## config.mk

```make
export PLATFORM = sky130hd
export DESIGN_NAME = local_packet_framer
export DESIGN_NICKNAME = d
export VERILOG_FILES = /design/src/rtl/framer_pkg.sv /design/src/rtl/crc16_word.sv /design/src/rtl/local_packet_framer.sv
export SDC_FILE = /design/constraint.sdc
export NUM_CORES = 1
export LEC_CHECK = 0
export ABC_AREA = 1
export CORE_MARGIN = 3
export CORE_UTILIZATION = 62
export CTS_BUF_LIST = sky130_fd_sc_hd__clkbuf_8
export CTS_CLUSTER_DIAMETER = 60
export DETAILED_ROUTE_END_ITERATION = 10
export HOLD_SLACK_MARGIN = 0.08
export PLACE_DENSITY_LB_ADDON = 0.12
export SLEW_MARGIN = 10
export SYNTH_ARGS = -nofsm -noshare
export SYNTH_HDL_FRONTEND = slang
export SYNTH_SLANG_ARGS = --single-unit
```

## constraint.sdc

```tcl
create_clock -name clk -period 4.5 [get_ports clk]
set_input_delay 0.45 -clock clk [delete_from_list [all_inputs] [get_ports clk]]
set_output_delay 0.45 -clock clk [all_outputs]
set_load 0.005 [all_outputs]
```

## src/rtl/framer_pkg.sv

```systemverilog
// Shared definitions for the local packet framer: FSM state encoding,
// fixed K-character words and the CRC-16 constants.
// Build option: LOCAL_PACKET_FRAMER_CRC_EN adds the CRC state to the enum.
package framer_pkg;

`ifdef LOCAL_PACKET_FRAMER_CRC_EN
    typedef enum logic [1:0] {
        IDLE = 2'd0,
        SOF  = 2'd1,
        DATA = 2'd2,
        CRC  = 2'd3
    } state_t;
`else
    typedef enum logic [1:0] {
        IDLE = 2'd0,
        SOF  = 2'd1,
        DATA = 2'd2
    } state_t;
`endif

    // K28.5 in the low byte, D16.2 in the high byte
    localparam logic [15:0] IDLE_WORD = 16'h50BC;
    localparam logic [1:0]  IDLE_K    = 2'b01;
    // K28.1 marks start of frame; node number rides in the high byte
    localparam logic [7:0]  SOF_K     = 8'h3C;
    localparam logic [1:0]  SOF_KFLAG = 2'b01;
    localparam logic [1:0]  DATA_K    = 2'b00;

    localparam logic [15:0] CRC_POLY  = 16'h1021;
    localparam logic [15:0] CRC_INIT  = 16'hFFFF;

endpackage

```

## src/rtl/crc16_word.sv

```systemverilog
// Combinational CRC-16 (poly 0x1021, non-reflected) advance by one
// 16-bit word, MSB of the word shifted in first.
module crc16_word
    import framer_pkg::*;
(
    input  logic [15:0] crc_i,
    input  logic [15:0] data_i,
    output logic [15:0] crc_o
);

    logic [15:0] acc;

    // Bit-serial LFSR unrolled over the 16 data bits
    always_comb begin
        acc = crc_i;
        for (int i = 15; i >= 0; i--) begin
            if (acc[15] ^ data_i[i]) begin
                acc = (acc << 1) ^ CRC_POLY;
            end else begin
                acc = acc << 1;
            end
        end
        crc_o = acc;
    end

endmodule

```

## src/rtl/local_packet_framer.sv

```systemverilog
// Local packet framer: captures a payload on each txToggle change into a
// one-entry hold buffer and serialises it as SOF word, DATA_WIDTH/16 data
// words (MS first) and, optionally, a CRC-16 word, idling with K28.5/D16.2.
// Build option: LOCAL_PACKET_FRAMER_CRC_EN enables the CRC state and logic.
//
// state | meaning
// IDLE  | sending idle words, waiting for a pending payload
// SOF   | sending {nodeId, K28.1}
// DATA  | sending payload words, index 0 .. DATA_WIDTH/16-1
// CRC   | sending CRC-16 over the data words (CRC builds only)
module local_packet_framer
    import framer_pkg::*;
#(
    parameter int DATA_WIDTH = 160,
    parameter     DEBUG      = "false"
) (
    (* mark_debug = DEBUG *) input  logic                  clk,
    (* mark_debug = DEBUG *) input  logic                  rstN,
    (* mark_debug = DEBUG *) input  logic                  txToggle,
    (* mark_debug = DEBUG *) input  logic [DATA_WIDTH-1:0] localData,
    (* mark_debug = DEBUG *) input  logic [7:0]            nodeId,
    (* mark_debug = DEBUG *) input  logic                  txReady,
    (* mark_debug = DEBUG *) output logic [15:0]           txWord,
    (* mark_debug = DEBUG *) output logic [1:0]            txCharIsK,
    (* mark_debug = DEBUG *) output logic [15:0]           overrunCount,
    (* mark_debug = DEBUG *) output logic                  busy
);

    localparam int NW    = DATA_WIDTH / 16;
    localparam int IDX_W = (NW > 1) ? $clog2(NW) : 1;
    localparam logic [IDX_W-1:0] LAST_IDX = IDX_W'(NW - 1);

    state_t                  state_q, state_d;
    logic                    tog_q;
    logic                    detect;
    logic                    unload;
    logic [DATA_WIDTH-1:0]   hold_q, hold_d;
    logic                    pending_q, pending_d;
    logic [15:0]             ovr_q, ovr_d;
    logic [DATA_WIDTH-1:0]   shift_q, shift_d, shift_adv;
    logic [IDX_W-1:0]        idx_q, idx_d;
    logic [15:0]             word_q, word_d;
    logic [1:0]              k_q, k_d;
    logic                    busy_q, busy_d;

`ifdef LOCAL_PACKET_FRAMER_CRC_EN
    logic [15:0]             crc_q, crc_d;
    logic [15:0]             crc_seed, crc_data, crc_next;
`endif

    assign detect    = txToggle ^ tog_q;
    assign shift_adv = shift_q << 16;

    // Toggle copy runs free, including during reset, so release never
    // sees a stale edge
    always_ff @(posedge clk) begin
        tog_q <= txToggle;
    end

`ifdef LOCAL_PACKET_FRAMER_CRC_EN
    // The CRC always advances with the word about to be presented:
    // word 0 when leaving SOF, the next shifted word while in DATA
    assign crc_seed = (state_q == SOF) ? CRC_INIT : crc_q;
    assign crc_data = (state_q == SOF) ? shift_q[DATA_WIDTH-1 -: 16]
                                       : shift_adv[DATA_WIDTH-1 -: 16];

    crc16_word u_crc (
        .crc_i  (crc_seed),
        .data_i (crc_data),
        .crc_o  (crc_next)
    );
`endif

    // Next state and next registered output word, advancing only on txReady
    always_comb begin
        state_d = state_q;
        shift_d = shift_q;
        idx_d   = idx_q;
        word_d  = word_q;
        k_d     = k_q;
        busy_d  = busy_q;
        unload  = 1'b0;
`ifdef LOCAL_PACKET_FRAMER_CRC_EN
        crc_d   = crc_q;
`endif
        if (txReady) begin
            case (state_q)
                IDLE: begin
                    if (pending_q) begin
                        state_d = SOF;
                        shift_d = hold_q;
                        word_d  = {nodeId, SOF_K};
                        k_d     = SOF_KFLAG;
                        busy_d  = 1'b1;
                        unload  = 1'b1;
                    end else begin
                        word_d  = IDLE_WORD;
                        k_d     = IDLE_K;
                        busy_d  = 1'b0;
                    end
                end
                SOF: begin
                    state_d = DATA;
                    idx_d   = '0;
                    word_d  = shift_q[DATA_WIDTH-1 -: 16];
                    k_d     = DATA_K;
`ifdef LOCAL_PACKET_FRAMER_CRC_EN
                    crc_d   = crc_next;
`endif
                end
                DATA: begin
                    if (idx_q != LAST_IDX) begin
                        idx_d   = idx_q + 1'b1;
                        shift_d = shift_adv;
                        word_d  = shift_adv[DATA_WIDTH-1 -: 16];
                        k_d     = DATA_K;
`ifdef LOCAL_PACKET_FRAMER_CRC_EN
                        crc_d   = crc_next;
`endif
                    end else begin
                        idx_d = '0;
`ifdef LOCAL_PACKET_FRAMER_CRC_EN
                        state_d = CRC;
                        word_d  = crc_q;
                        k_d     = DATA_K;
`else
                        if (pending_q) begin
                            state_d = SOF;
                            shift_d = hold_q;
                            word_d  = {nodeId, SOF_K};
                            k_d     = SOF_KFLAG;
                            busy_d  = 1'b1;
                            unload  = 1'b1;
                        end else begin
                            state_d = IDLE;
                            word_d  = IDLE_WORD;
                            k_d     = IDLE_K;
                            busy_d  = 1'b0;
                        end
`endif
                    end
                end
`ifdef LOCAL_PACKET_FRAMER_CRC_EN
                CRC: begin
                    if (pending_q) begin
                        state_d = SOF;
                        shift_d = hold_q;
                        word_d  = {nodeId, SOF_K};
                        k_d     = SOF_KFLAG;
                        busy_d  = 1'b1;
                        unload  = 1'b1;
                    end else begin
                        state_d = IDLE;
                        word_d  = IDLE_WORD;
                        k_d     = IDLE_K;
                        busy_d  = 1'b0;
                    end
                end
`endif
                default: begin
                    state_d = IDLE;
                    idx_d   = '0;
                    word_d  = IDLE_WORD;
                    k_d     = IDLE_K;
                    busy_d  = 1'b0;
                end
            endcase
        end
    end

    // Hold buffer: a detection refills it unless a payload is still waiting;
    // an unload on the same edge frees the slot, so that is not an overrun
    always_comb begin
        hold_d    = hold_q;
        pending_d = pending_q;
        ovr_d     = ovr_q;
        if (unload) begin
            pending_d = 1'b0;
        end
        if (detect) begin
            if (pending_q && !unload) begin
                if (ovr_q != 16'hFFFF) begin
                    ovr_d = ovr_q + 16'd1;
                end
            end else begin
                hold_d    = localData;
                pending_d = 1'b1;
            end
        end
    end

    // State, datapath and output registers
    always_ff @(posedge clk or negedge rstN) begin
        if (!rstN) begin
            state_q   <= IDLE;
            hold_q    <= '0;
            pending_q <= 1'b0;
            ovr_q     <= 16'd0;
            shift_q   <= '0;
            idx_q     <= '0;
            word_q    <= IDLE_WORD;
            k_q       <= IDLE_K;
            busy_q    <= 1'b0;
`ifdef LOCAL_PACKET_FRAMER_CRC_EN
            crc_q     <= CRC_INIT;
`endif
        end else begin
            state_q   <= state_d;
            hold_q    <= hold_d;
            pending_q <= pending_d;
            ovr_q     <= ovr_d;
            shift_q   <= shift_d;
            idx_q     <= idx_d;
            word_q    <= word_d;
            k_q       <= k_d;
            busy_q    <= busy_d;
`ifdef LOCAL_PACKET_FRAMER_CRC_EN
            crc_q     <= crc_d;
`endif
        end
    end

    assign txWord       = word_q;
    assign txCharIsK    = k_q;
    assign overrunCount = ovr_q;
    assign busy         = busy_q;

endmodule

```

### Yosys cells after proc, flatten, opt, wreduce, memory -nomap -nowiden

Cells that the tools add are included.

* logic and storage cells: 55
* register bits after elaboration: 363

* reductions and logical operators: 10
* muxes and demuxes: 23
* add/subtract/negate cells: 2
* equal/unequal tests: 6
* bitwise operators: 4

Operators with widths (count)
* $mux 160: 2
* $pmux 160 s2: 1
* $pmux 16 s3: 1
* $mux 16: 2
* $add 16x1->16 const B: 1
* $ne 16x16->1 const B: 1
* $mux 1: 9
* $reduce_and 3->1: 3
* $pmux 4 s2: 1
* $pmux 2 s3: 1
* $reduce_and 2->1: 3
* $add 4x1->4 const B: 1
* $mux 2: 2
* $mux 4: 1
* $ne 2x2->1 const B: 2
* $ne 4x4->1 const B: 1
* $pmux 1 s2: 2
* $not 1->1: 3
* $pmux 1 s3: 1
* $eq 2x1->1 const B: 1
* $eq 2x2->1 const B: 1
* $logic_not 2->1: 1
* $reduce_bool 2->1: 1
* $logic_and 1x1->1: 1
* 2 further kinds: 2

### Logic depth before layout (Yosys ltp)

Gate-level depths: netlist (run 1).

* depth after elaboration: 8
* gate-level depth with buffers: 11

### Least setup slack after synthesis (run 1)

No wires, ideal clock.

* path kind: register to register
* from: register idx_q[1]
* to: register hold_q[16]
* arrival: 1.583 ns
* setup time: 0.117 ns
* stages on the path, launching flop included: 12
* slack: 2.800 ns
* path buffers: 2
* path through: dfrtp_1 -> inv_1 -> ha_1 -> nand3_2 -> nand2_1 -> nand2_2 -> nand2_4 -> nand2_2 -> buf_6 -> buf_6 -> nand2_1 -> nand2_1

* longest elaborated chain between the ends: 8

Ends and longest elaborated chain
* start: declaration: RTL line local_packet_framer.sv:41 `logic [IDX_W-1:0] idx_q, idx_d;`
* start signal: assignment: RTL line local_packet_framer.sv:213 `idx_q <= idx_d;`
* $ne 4x4->1: RTL line local_packet_framer.sv:112 `if (idx_q != LAST_IDX) begin`
* $mux 1: RTL line local_packet_framer.sv:112
* $pmux 1 s2: RTL line local_packet_framer.sv:87 `case (state_q)`
* $mux 1: RTL line local_packet_framer.sv:86 `if (txReady) begin`
* $logic_not 1->1: RTL line local_packet_framer.sv:181 `if (pending_q && !unload) begin`
* $logic_and 1x1->1: RTL line local_packet_framer.sv:181
* $not 1->1 (no line)
* $reduce_and 2->1 (no line)
* end signal: assignment: RTL line local_packet_framer.sv:209 `hold_q <= hold_d;`
* end: declaration: RTL line local_packet_framer.sv:37 `logic [DATA_WIDTH-1:0] hold_q, hold_d;`

Every way passes these cells.
A chain may end at the register's enable or synchronous reset.

### Final worst setup path (run 1)

* from: register idx_q[1]
* to: register shift_q[82]

* longest elaborated chain between the ends: 3

Ends and longest elaborated chain
* $ne 4x4->1: RTL line local_packet_framer.sv:112
* $mux 160: RTL line local_packet_framer.sv:112
* $pmux 160 s2: RTL line local_packet_framer.sv:87
* end signal: assignment: RTL line local_packet_framer.sv:212 `shift_q <= shift_d;`
* end: declaration: RTL line local_packet_framer.sv:40 `logic [DATA_WIDTH-1:0] shift_q, shift_d, shift_adv;`

Every way passes these cells.

==> results.py, run 1 <==
metrics = {
    "sta": {
        "final-setup-viol-count": 0,
        "hold_viol_final": 0,
        "slew_headroom_pct": 30.0,
        "tightest_slew_ns": 1.05,
        "period_needed_ns": 2.95,
        "slew_violations": 0,
        "fin_crit_sh_pct": 65.5,
        "rsz0062_at_grt": "no",
        "finClkSkew_ns": 0.0155,
        "fin_setup_tns_ns": 0,
        "fmax_mhz": 339,
    },
    "place": {
        "hpwl_um": 26800,
        "placement.cell_area_um2": 18400,
        "gp_congestion": 0.897,
        "numPortBuffers": 205,
    },
    "routing": {
        "via_count": 14156,
        "ant_nets": 0,
        "drt_iter0_drc": 1310,
        "wl_per_cell_um": 17.8,
        "firstDrtPassIters": 5,
        "vias_per_cell": 5.90,
        "drc_errors": 0,
        "routed_wl_um": 42700,
    },
    "finish": {
        "num-nets-final": 2205,
        "area_growth_pct": 19.3,
        "final_core_util_pct": 76.4,
        "drive_gt1_share_pct": 6.04,
        "final_common_cell": "nand2_1",
        "diodes": 0,
        "mostFrequentLayoutCells": "nand2_1 (615), dfrtp_1 (353), nand3_1 (323), clkdlybuf4s50_1 (204), o21ai_0 (182)",
        "post-route-cell-area_um2": 19500,
    },
    "global_route": {
        "track_usage_pct": 30.1,
        "grt_max_degree": 162,
        "grt_pass1_wl_um": 70500,
        "antenna_found_initial": 0,
        "grt_pass1_vias": 14132,
        "grt-ovfl-total": 0,
    },
    "pwr": {
        "ir_drop_v": 0.000683,
        "power.leakage_uw": 0.00911,
        "power_density_nw_per_um2": 707,
    },
    "synthesis": {
        "ys_warn_count": 0,
        "syn_nets": 2064,
        "syn_area_per_cell_um2": 8.66,
        "ys_seq_area_share_pct": 55.4,
        "syn_area_um2": 16400,
        "synth_cell_types": 35,
        "synth-seq-cells": 362,
        "synthCells": 1889,
    },
    "setup_path": {
        "critical_path.endpoint_type": "flip-flop",
        "path_buf_inv": 2,
        "r2r_cells": 8,
        "crit_chain": "inv_1, ha_1, nand3_2, nand2_4, buf_4, o21ai_0, nand3_1, o21a_1",
        "path_delay_family": "buffers and inverters",
        "critPathMaxStageDelay_ns": 0.82,
        "start_kind": "flip-flop",
        "slowest_stage": "buf_4",
        "worstSetupPathType": "flip-flop to flip-flop",
        "path_max_fanout": 110,
        "crit_cells": 8,
        "cp.required_ns": 5.03,
        "cp.arrival_ns": 3.47,
    },
    "flow_run": {
        "maxCapViolations": 0,
    },
    "clock_network": {
        "h-tree-depth": 2,
        "root_buffer": "clkbuf_8",
        "cts_tree": "done",
        "cts_buffers": 56,
        "path_clk_slew_ns": 0.06,
        "clk_latency_ns": 0.60,
        "cts.sinks": 362,
        "ctsResizeCount": 0,
        "ctsLongestPathBuffers": 3,
    },
    "run_status": {
        "outcome": "finished, final reports clean",
    },
    "die": {
        "dieArea_um2": 28400,
        "rows": 58,
        "num_io_pins": 207,
        "core_area_um2": 25500,
        "start_util_pct": 64.0,
        "dieHeight_um": 168,
        "die_w_um": 168,
    },
    "min_path": {
        "whs_path_depth": 3,
        "hp-class": "input port to flip-flop",
    },
}
==> path summary, 6_finish.rpt <==
check | slack (ns) | end | from
min in group asynchronous | 0.53 | txWord[9]$_DFFE_PN0P_ | rstN
worst max-delay path | 1.55 | shift_q[82]$_DFFE_PN0P_ | idx_q[1]$_DFFE_PN0P_
max in group asynchronous | 2.80 | shift_q[30]$_DFFE_PN0P_ | rstN
worst min register to register | 0.47 | hold_q[21]$_DFFE_PN0P_ | hold_q[21]$_DFFE_PN0P_
worst max register to register | 1.55 | shift_q[82]$_DFFE_PN0P_ | idx_q[1]$_DFFE_PN0P_
worst min-delay path | 0.42 | hold_q[74]$_DFFE_PN0P_ | localData[74]
==> power breakdown <==
part / leakage, uW / internal [uW] / switching [uW]
clock: 0.000655 / 1460 / 1270
sequential: 0.00436 / 4830 / 964
combinational: 0.00410 / 2050 / 3210
total: 0.00911 / 8340 / 5440
==> cell type report <==
| class | count | area [um^2] |
|---|---|---|
| clock buffers | 71 | 977 |
| clock inverters | 28 | 141 |
| fillers | 1836 | 6040 |
| inverters | 26 | 104 |
| multi-input cells | 1357 | 6510 |
| flip-flops and latches | 362 | 9060 |
| well taps | 330 | 413 |
| repair buffers | 227 | 2300 |
==> worst min-delay path, stage by stage <==
cell,delay (ns)
clkdlybuf4s50_1,0.40
nand3_1,0.08
nand2_1,0.05
==> flip-flops by register name, indices dropped and copies added (netlist names) <==
name	count
idx_q	4
hold_q	160
shift_q	160
overrunCount	16
pending_q	1
state_q	2
busy	1
tog_q	1
txWord	16
txCharIsK	1
==> per-stage QoR <==
| step | power (uW) | hold WS [ns] | worst slack, ns | std cells |
|---|---|---|---|---|
| after floorplan | 9370 | 0.154 | 2.80 | 1889 |
| after CTS | 13800 | 0.391 | 1.63 | 2401 |
| final | 13800 | 0.417 | 1.55 | 2401 |
| after detailed placement | 11000 | 0.453 | 1.34 | 2301 |
| after global placement | 10800 | 0.448 | 1.45 | 2301 |
| after global routing | 14800 | 0.395 | 1.35 | 2401 |
==> layer usage <==
layer  vias up  track usage, %  wire (um)
li1       6581               -          -
met1      6926            42.0      18000
met2       560            49.0      20700
met3        89            4.77       2870
met4         0            10.0       1180
met5         -               0          0
==> repair_timing <==
action,4_1_cts,5_1_grt
hold endpoints to repair,108,0
buffers inserted,0,0
hold buffers,1,0
endpoints found under the setup margin,0,0
==> synthesized netlist by cell type, drive strengths merged <==
| library cell | n | area (um^2) |
|---|---|---|
| a2bb2oi | 16 | 140 |
| a21boi | 1 | 7.51 |
| a21oi | 10 | 50.1 |
| dfxtp | 1 | 20.0 |
| nor3 | 1 | 5.00 |
| nand3b | 2 | 15.0 |
| conb | 1 | 3.75 |
| o21bai | 1 | 7.51 |
| nand2 | 619 | 2340 |
| xor2 | 6 | 60.1 |
| o21a | 128 | 961 |
| dfstp | 8 | 210 |
| xnor2 | 4 | 35.0 |
| ha | 3 | 37.5 |
| dfrtp | 353 | 8830 |
| nand3 | 325 | 1640 |
| buf | 77 | 457 |
| o211ai | 2 | 15.0 |
| nand4 | 5 | 31.3 |
| a31oi | 1 | 6.26 |
| clkbuf | 67 | 251 |
| nor2 | 42 | 180 |
| o21ai | 190 | 951 |
| inv | 26 | 97.6 |
==> kinds of logic (layout without fill, tap and decap cells) <==
logic type | count (synthesis) | in the layout | synth area share [%]
flops | 362 | 362 | 55.4
simple gates | 994 | 994 | 25.7
other cells | 1 | 1 | 0.0229
xor+xnor | 10 | 10 | 0.582
buf+inv | 170 | 352 | 4.93
fa+ha+maj | 3 | 3 | 0.230
compound gates | 349 | 349 | 13.1
(Power assumes the default switching activity.)
==> run 2: changes to the inputs <==
--- a/config.mk
+++ b/config.mk
@@ -7,7 +7,7 @@
 export LEC_CHECK = 0
 export ABC_AREA = 1
 export CORE_MARGIN = 3
-export CORE_UTILIZATION = 62
+export CORE_UTILIZATION = 52
 export CTS_BUF_LIST = sky130_fd_sc_hd__clkbuf_8
 export CTS_CLUSTER_DIAMETER = 60
 export DETAILED_ROUTE_END_ITERATION = 10
==> constraint.sdc (replaced) <==
create_clock -name clk -period 2.6 [get_ports clk]
set_input_delay 0.26 -clock clk [delete_from_list [all_inputs] [get_ports clk]]
set_output_delay 0.26 -clock clk [all_outputs]
set_load 0.005 [all_outputs]
==> results.py, run 2 (synthesized netlist as in run 1, its figures left out) <==
metrics = {
    "setup_path": {
        "r2r_cells": 5,
        "r2r_setup_slack_ns": 0.37,
        "cp.required_ns": 3.06,
        "path_max_fanout": 71,
        "start_kind": "flip-flop",
        "crit_start": "pending_q$_DFF_PN0_",
        "worstSetupPathType": "flip-flop to flip-flop",
        "cp.arrival_ns": 2.69,
        "r2r-start": "pending_q$_DFF_PN0_",
        "critical_path.endpoint_type": "flip-flop",
        "r2r_end": "shift_q[99]$_DFFE_PN0P_",
    },
    "global_route": {
        "grt_pass1_vias": 13608,
        "grt_max_degree": 154,
        "grt_pass1_wl_um": 70400,
        "antenna_found_initial": 0,
        "grt-ovfl-total": 0,
        "track_usage_pct": 25.6,
    },
    "place": {
        "numPortBuffers": 205,
        "dpl.cell_count": 2388,
        "hpwl_um": 28400,
        "gp_congestion": 0.852,
    },
    "finish": {
        "drive_gt1_share_pct": 7.49,
        "num-nets-final": 2227,
        "reg_top3": "hold_q (160), shift_q (160)",
        "diodes": 0,
        "mostFrequentLayoutCells": "nand2_1 (615), dfrtp_1 (353), nand3_1 (323), clkdlybuf4s50_1 (204), o21ai_0 (182)",
        "final_common_cell": "nand2_1",
        "final_cells": 2493,
        "area_growth_pct": 22.2,
    },
    "run_status": {
        "outcome": "finished, final reports clean",
    },
    "routing": {
        "wl_per_cell_um": 17.2,
        "vias_per_cell": 5.53,
        "drt_iter0_drc": 1117,
        "via_count": 13787,
        "firstDrtPassIters": 6,
        "routed_wl_um": 42900,
        "drc_errors": 0,
        "ant_nets": 0,
    },
    "clock_network": {
        "cts_hold_buf": 1,
        "h-tree-depth": 2,
        "cts.sinks": 362,
        "ctsResizeCount": 0,
        "postCtsSetupBuffers": 0,
        "clk_latency_ns": 0.60,
        "cts_buffers": 57,
        "root_buffer": "clkbuf_8",
        "cts_tree": "done",
        "path_clk_slew_ns": 0.06,
        "ctsLongestPathBuffers": 3,
    },
    "sta": {
        "fin_crit_sh_pct": 85.8,
        "slew_headroom_pct": 51.5,
        "rsz0062_at_grt": "no",
        "tightest_slew_ns": 0.727,
        "finClkSkew_ns": 0.0266,
        "hold_viol_final": 0,
        "fin_setup_tns_ns": 0,
        "period_needed_ns": 2.23,
        "fmax_mhz": 448,
        "final-setup-viol-count": 0,
        "slew_violations": 0,
    },
    "die": {
        "dieHeight_um": 183,
        "start_util_pct": 53.0,
        "die_w_um": 183,
        "dieArea_um2": 33600,
        "core_area_um2": 30800,
        "rows": 64,
        "num_io_pins": 207,
    },
    "flow_run": {
        "maxCapViolations": 0,
    },
    "min_path": {
        "hp-class": "input port to flip-flop",
        "worstHoldStart": "localData[42]",
        "hold_path_end": "hold_q[42]$_DFFE_PN0P_",
        "whs_path_depth": 3,
    },
    "pwr": {
        "power_density_nw_per_um2": 1220,
        "power.leakage_uw": 0.00930,
        "ir_drop_v": 0.00105,
    },
}
run 2: metrics by stage:
stage               utilization [%]  total power [uW]  area [um^2]  hold WS, ns  setup slack (ns)
global route                   64.8             26200        20000        0.216             0.248
CTS                            64.8             24500        20000        0.188             0.435
detailed placement             60.8             19400        18800        0.325             0.459
finish                         64.8             24300        20000        0.224             0.370
floorplan                         -             16200        16400      -0.0356             0.900
global placement               60.8             19100        18800        0.317             0.429
run 2: worst max-delay path by stage:
stage                               end  slack (ns)  depth (start not counted)
3_3_place_gp   shift_q[114]$_DFFE_PN0P_        0.43                          5
2_1_floorplan    hold_q[16]$_DFFE_PN0P_        0.90                         11
5_1_grt         shift_q[80]$_DFFE_PN0P_        0.25                          5
6_report        shift_q[99]$_DFFE_PN0P_        0.37                          5
3_5_place_dp    shift_q[90]$_DFFE_PN0P_        0.46                          5
4_1_cts        shift_q[115]$_DFFE_PN0P_        0.44                          5
run 2: layout make-up:
| class | instances | area [um^2] |
|---|---|---|
| sequential | 362 | 9060 |
| clock buffer | 78 | 1070 |
| tap | 396 | 495 |
| timing repair buffer | 248 | 2590 |
| multi-input combinational | 1357 | 6510 |
| inverter | 26 | 104 |
| fill | 2578 | 10900 |
| clock inverter | 26 | 136 |
run 2: critical path, stage by stage, from the launching register on:
cell and delay [ns]:
dfrtp_1 0.68, clkinv_2 0.45, buf_12 0.33, o21ai_0 0.35
nand3_1 0.12, o21a_1 0.12
run 2: power by group:
| part | switching, uW | leakage [uW] | total [uW] | internal (uW) |
|---|---|---|---|---|
| registers | 1620 | 0.00436 | 9970 | 8350 |
| clock network | 2200 | 0.000693 | 4950 | 2760 |
| logic | 5610 | 0.00425 | 9400 | 3790 |
run 2: layer usage:
| metal | vias up | track usage [%] | part of all wire [%] |
|---|---|---|---|
| li1 | 6633 | - | - |
| met1 | 6665 | 37.7 | 45 |
| met2 | 430 | 40.4 | 47 |
| met3 | 59 | 3.63 | 5.9 |
| met4 | 0 | 6.98 | 2.1 |
| met5 | - | 0 | 0 |
==> run 3: changes to the inputs <==
--- a/config.mk
+++ b/config.mk
@@ -6,8 +6,9 @@
 export NUM_CORES = 1
 export LEC_CHECK = 0
 export ABC_AREA = 1
+export ABC_CLOCK_PERIOD_IN_PS = 2190
 export CORE_MARGIN = 3
-export CORE_UTILIZATION = 52
+export CORE_UTILIZATION = 58
 export CTS_BUF_LIST = sky130_fd_sc_hd__clkbuf_8
 export CTS_CLUSTER_DIAMETER = 60
 export DETAILED_ROUTE_END_ITERATION = 10
==> constraint.sdc (replaced) <==
create_clock -name clk -period 2.19 [get_ports clk]
set_input_delay 0.219 -clock clk [delete_from_list [all_inputs] [get_ports clk]]
set_output_delay 0.219 -clock clk [all_outputs]
set_load 0.005 [all_outputs]
==> results.py, run 3 (synthesized netlist as in run 1, its figures left out) <==
metrics = {
    "sta": {
        "slew_headroom_pct": 55.3,
        "fin_crit_sh_pct": 96.8,
        "finClkSkew_ns": 0.0153,
        "final-setup-viol-count": 0,
        "hold_viol_final": 0,
        "fin_setup_tns_ns": 0,
        "tightest_slew_ns": 0.671,
        "period_needed_ns": 2.12,
        "slew_violations": 0,
        "fmax_mhz": 472,
        "rsz0062_at_grt": "no",
        "fin_ws_ns": 0.0695,
    },
    "routing": {
        "drt_iter0_drc": 1337,
        "drc_errors": 0,
        "firstDrtPassIters": 5,
        "ant_nets": 0,
        "routed_wl_um": 42700,
        "vias_per_cell": 5.71,
        "wl_per_cell_um": 17.2,
        "via_count": 14152,
    },
    "global_route": {
        "grt_pass1_wl_um": 69900,
        "track_usage_pct": 27.9,
        "grt_pass1_vias": 13764,
        "grt_max_degree": 134,
        "antenna_found_initial": 0,
        "grt-ovfl-total": 0,
    },
    "die": {
        "dieHeight_um": 174,
        "num_io_pins": 207,
        "dieArea_um2": 30200,
        "start_util_pct": 59.8,
        "rows": 60,
        "die_w_um": 174,
        "core_area_um2": 27300,
    },
    "place": {
        "numPortBuffers": 205,
        "placement.cell_area_um2": 18800,
        "gp_congestion": 0.864,
        "hpwl_um": 27800,
        "dpl.cell_count": 2371,
        "place_ws_ns": 0.127,
    },
    "finish": {
        "mostFrequentLayoutCells": "nand2_1 (615), dfrtp_1 (353), nand3_1 (323), clkdlybuf4s50_1 (204), o21ai_0 (182)",
        "area_growth_pct": 22.2,
        "post-route-cell-area_um2": 20000,
        "final_common_cell": "nand2_1",
        "num-nets-final": 2236,
        "drive_gt1_share_pct": 7.41,
        "final_cells": 2478,
        "diodes": 0,
        "n_fill_cell": 2161,
        "reg_top3": "hold_q (160), shift_q (160)",
        "final_core_util_pct": 73.1,
    },
    "setup_path": {
        "cp.required_ns": 2.66,
        "critical_path.endpoint_type": "flip-flop",
        "worstSetupPathType": "flip-flop to flip-flop",
        "cp.arrival_ns": 2.59,
        "start_kind": "flip-flop",
        "path_max_fanout": 60,
    },
    "run_status": {
        "outcome": "finished, final reports clean",
    },
    "pwr": {
        "clockPowerShare_pct": 19.5,
        "power_frac_seq_pct": 41.1,
        "pwr-share-comb_pct": 39.4,
        "intPower_uw": 17600,
        "p_switching_uw": 11200,
        "swShare_pct": 39.0,
        "power_density_nw_per_um2": 1440,
        "ir_drop_v": 0.000749,
        "power.leakage_uw": 0.00936,
    },
    "clock_network": {
        "h-tree-depth": 2,
        "cts.sinks": 362,
        "clk_latency_ns": 0.60,
        "ctsLongestPathBuffers": 3,
        "cts_buffers": 58,
        "cts_tree": "done",
        "root_buffer": "clkbuf_8",
        "path_clk_slew_ns": 0.07,
    },
    "flow_run": {
        "maxCapViolations": 0,
    },
    "min_path": {
        "hp-class": "input port to async pin",
    },
}
==> run 3: changes by cell type in the layout (fill, tap and decap cells not counted) <==
cell / delta
inv_1: +10
buf_4: +5
clkinv_2: -5
clkbuf_8: -4
inv_6: +2
buf_16: +1
buf_6: +1
bufinv_16: -1
clkbuf_16: +1
clkinvlp_4: -1
==> run 3: final timing paths <==
path                                         from  slack [ns]                       to  depth (start not counted)
hold reg to reg            hold_q[93]$_DFFE_PN0P_        0.47   hold_q[93]$_DFFE_PN0P_                          2
hold / removal                               rstN        0.13  hold_q[154]$_DFFE_PN0P_                          2
setup / recovery             idx_q[1]$_DFFE_PN0P_        0.07   hold_q[73]$_DFFE_PN0P_                         10
max in group asynchronous                    rstN        1.29    txWord[3]$_DFFE_PN1P_                          3
setup reg to reg             idx_q[1]$_DFFE_PN0P_        0.07   hold_q[73]$_DFFE_PN0P_                         10
min in group clk                   localData[107]        0.18  hold_q[107]$_DFFE_PN0P_                          3
==> run 3: worst max-delay path, stage by stage, from the launching register on <==
cell     delay, ns
dfrtp_1       0.38
inv_1         0.10
ha_1          0.20
nand3_2       0.17
nand2_1       0.15
nand2_2       0.09
nand2_4       0.24
nand2_4       0.16
buf_16        0.22
nand2_1       0.14
nand2_1       0.06
==> run 3: power by group through the flow <==
stage | registers [uW] | logic, uW | clock network, uW
after detailed placement | 11900 | 11200 | 0
final | 11800 | 11300 | 5630
after floorplan | 11200 | 8030 | 0
after global routing | 12200 | 12800 | 6030
after CTS | 11800 | 11300 | 5720
after global placement | 11800 | 10900 | 0
==> run 3: per-layer routing <==
metal,global-route usage (%),share of wire (%),vias to the layer above
met5,0,0,-
met2,45.4,48,511
li1,-,-,6645
met4,7.84,2.4,0
met3,4.30,6.1,81
met1,39.4,43,6915
==> run 3: cell type report <==
class | count | area [um^2] | area share [%]
clock buffers | 74 | 1020 | 5.10
clock inverters | 31 | 129 | 0.645
inverters | 26 | 104 | 0.520
multi-input cells | 1357 | 6510 | 32.6
flip-flops and latches | 362 | 9060 | 45.4
well taps | 372 | 465 | 2.33
repair buffers | 256 | 2700 | 13.5
==> run 3: timing repair <==
item	in CTS	in global routing
hold buffers	1	0
resized for setup	0	2
endpoints found under the hold margin	355	0
setup endpoints to repair	0	48
setup buffers	0	0
==> run 3: metrics by stage <==
stage          hold WS, ns  power [uW]
3_5_place_dp         0.147       23100
6_report             0.130       28800
2_1_floorplan      -0.0766       19200
5_1_grt              0.150       31000
4_1_cts              0.121       28800
3_3_place_gp         0.146       22700
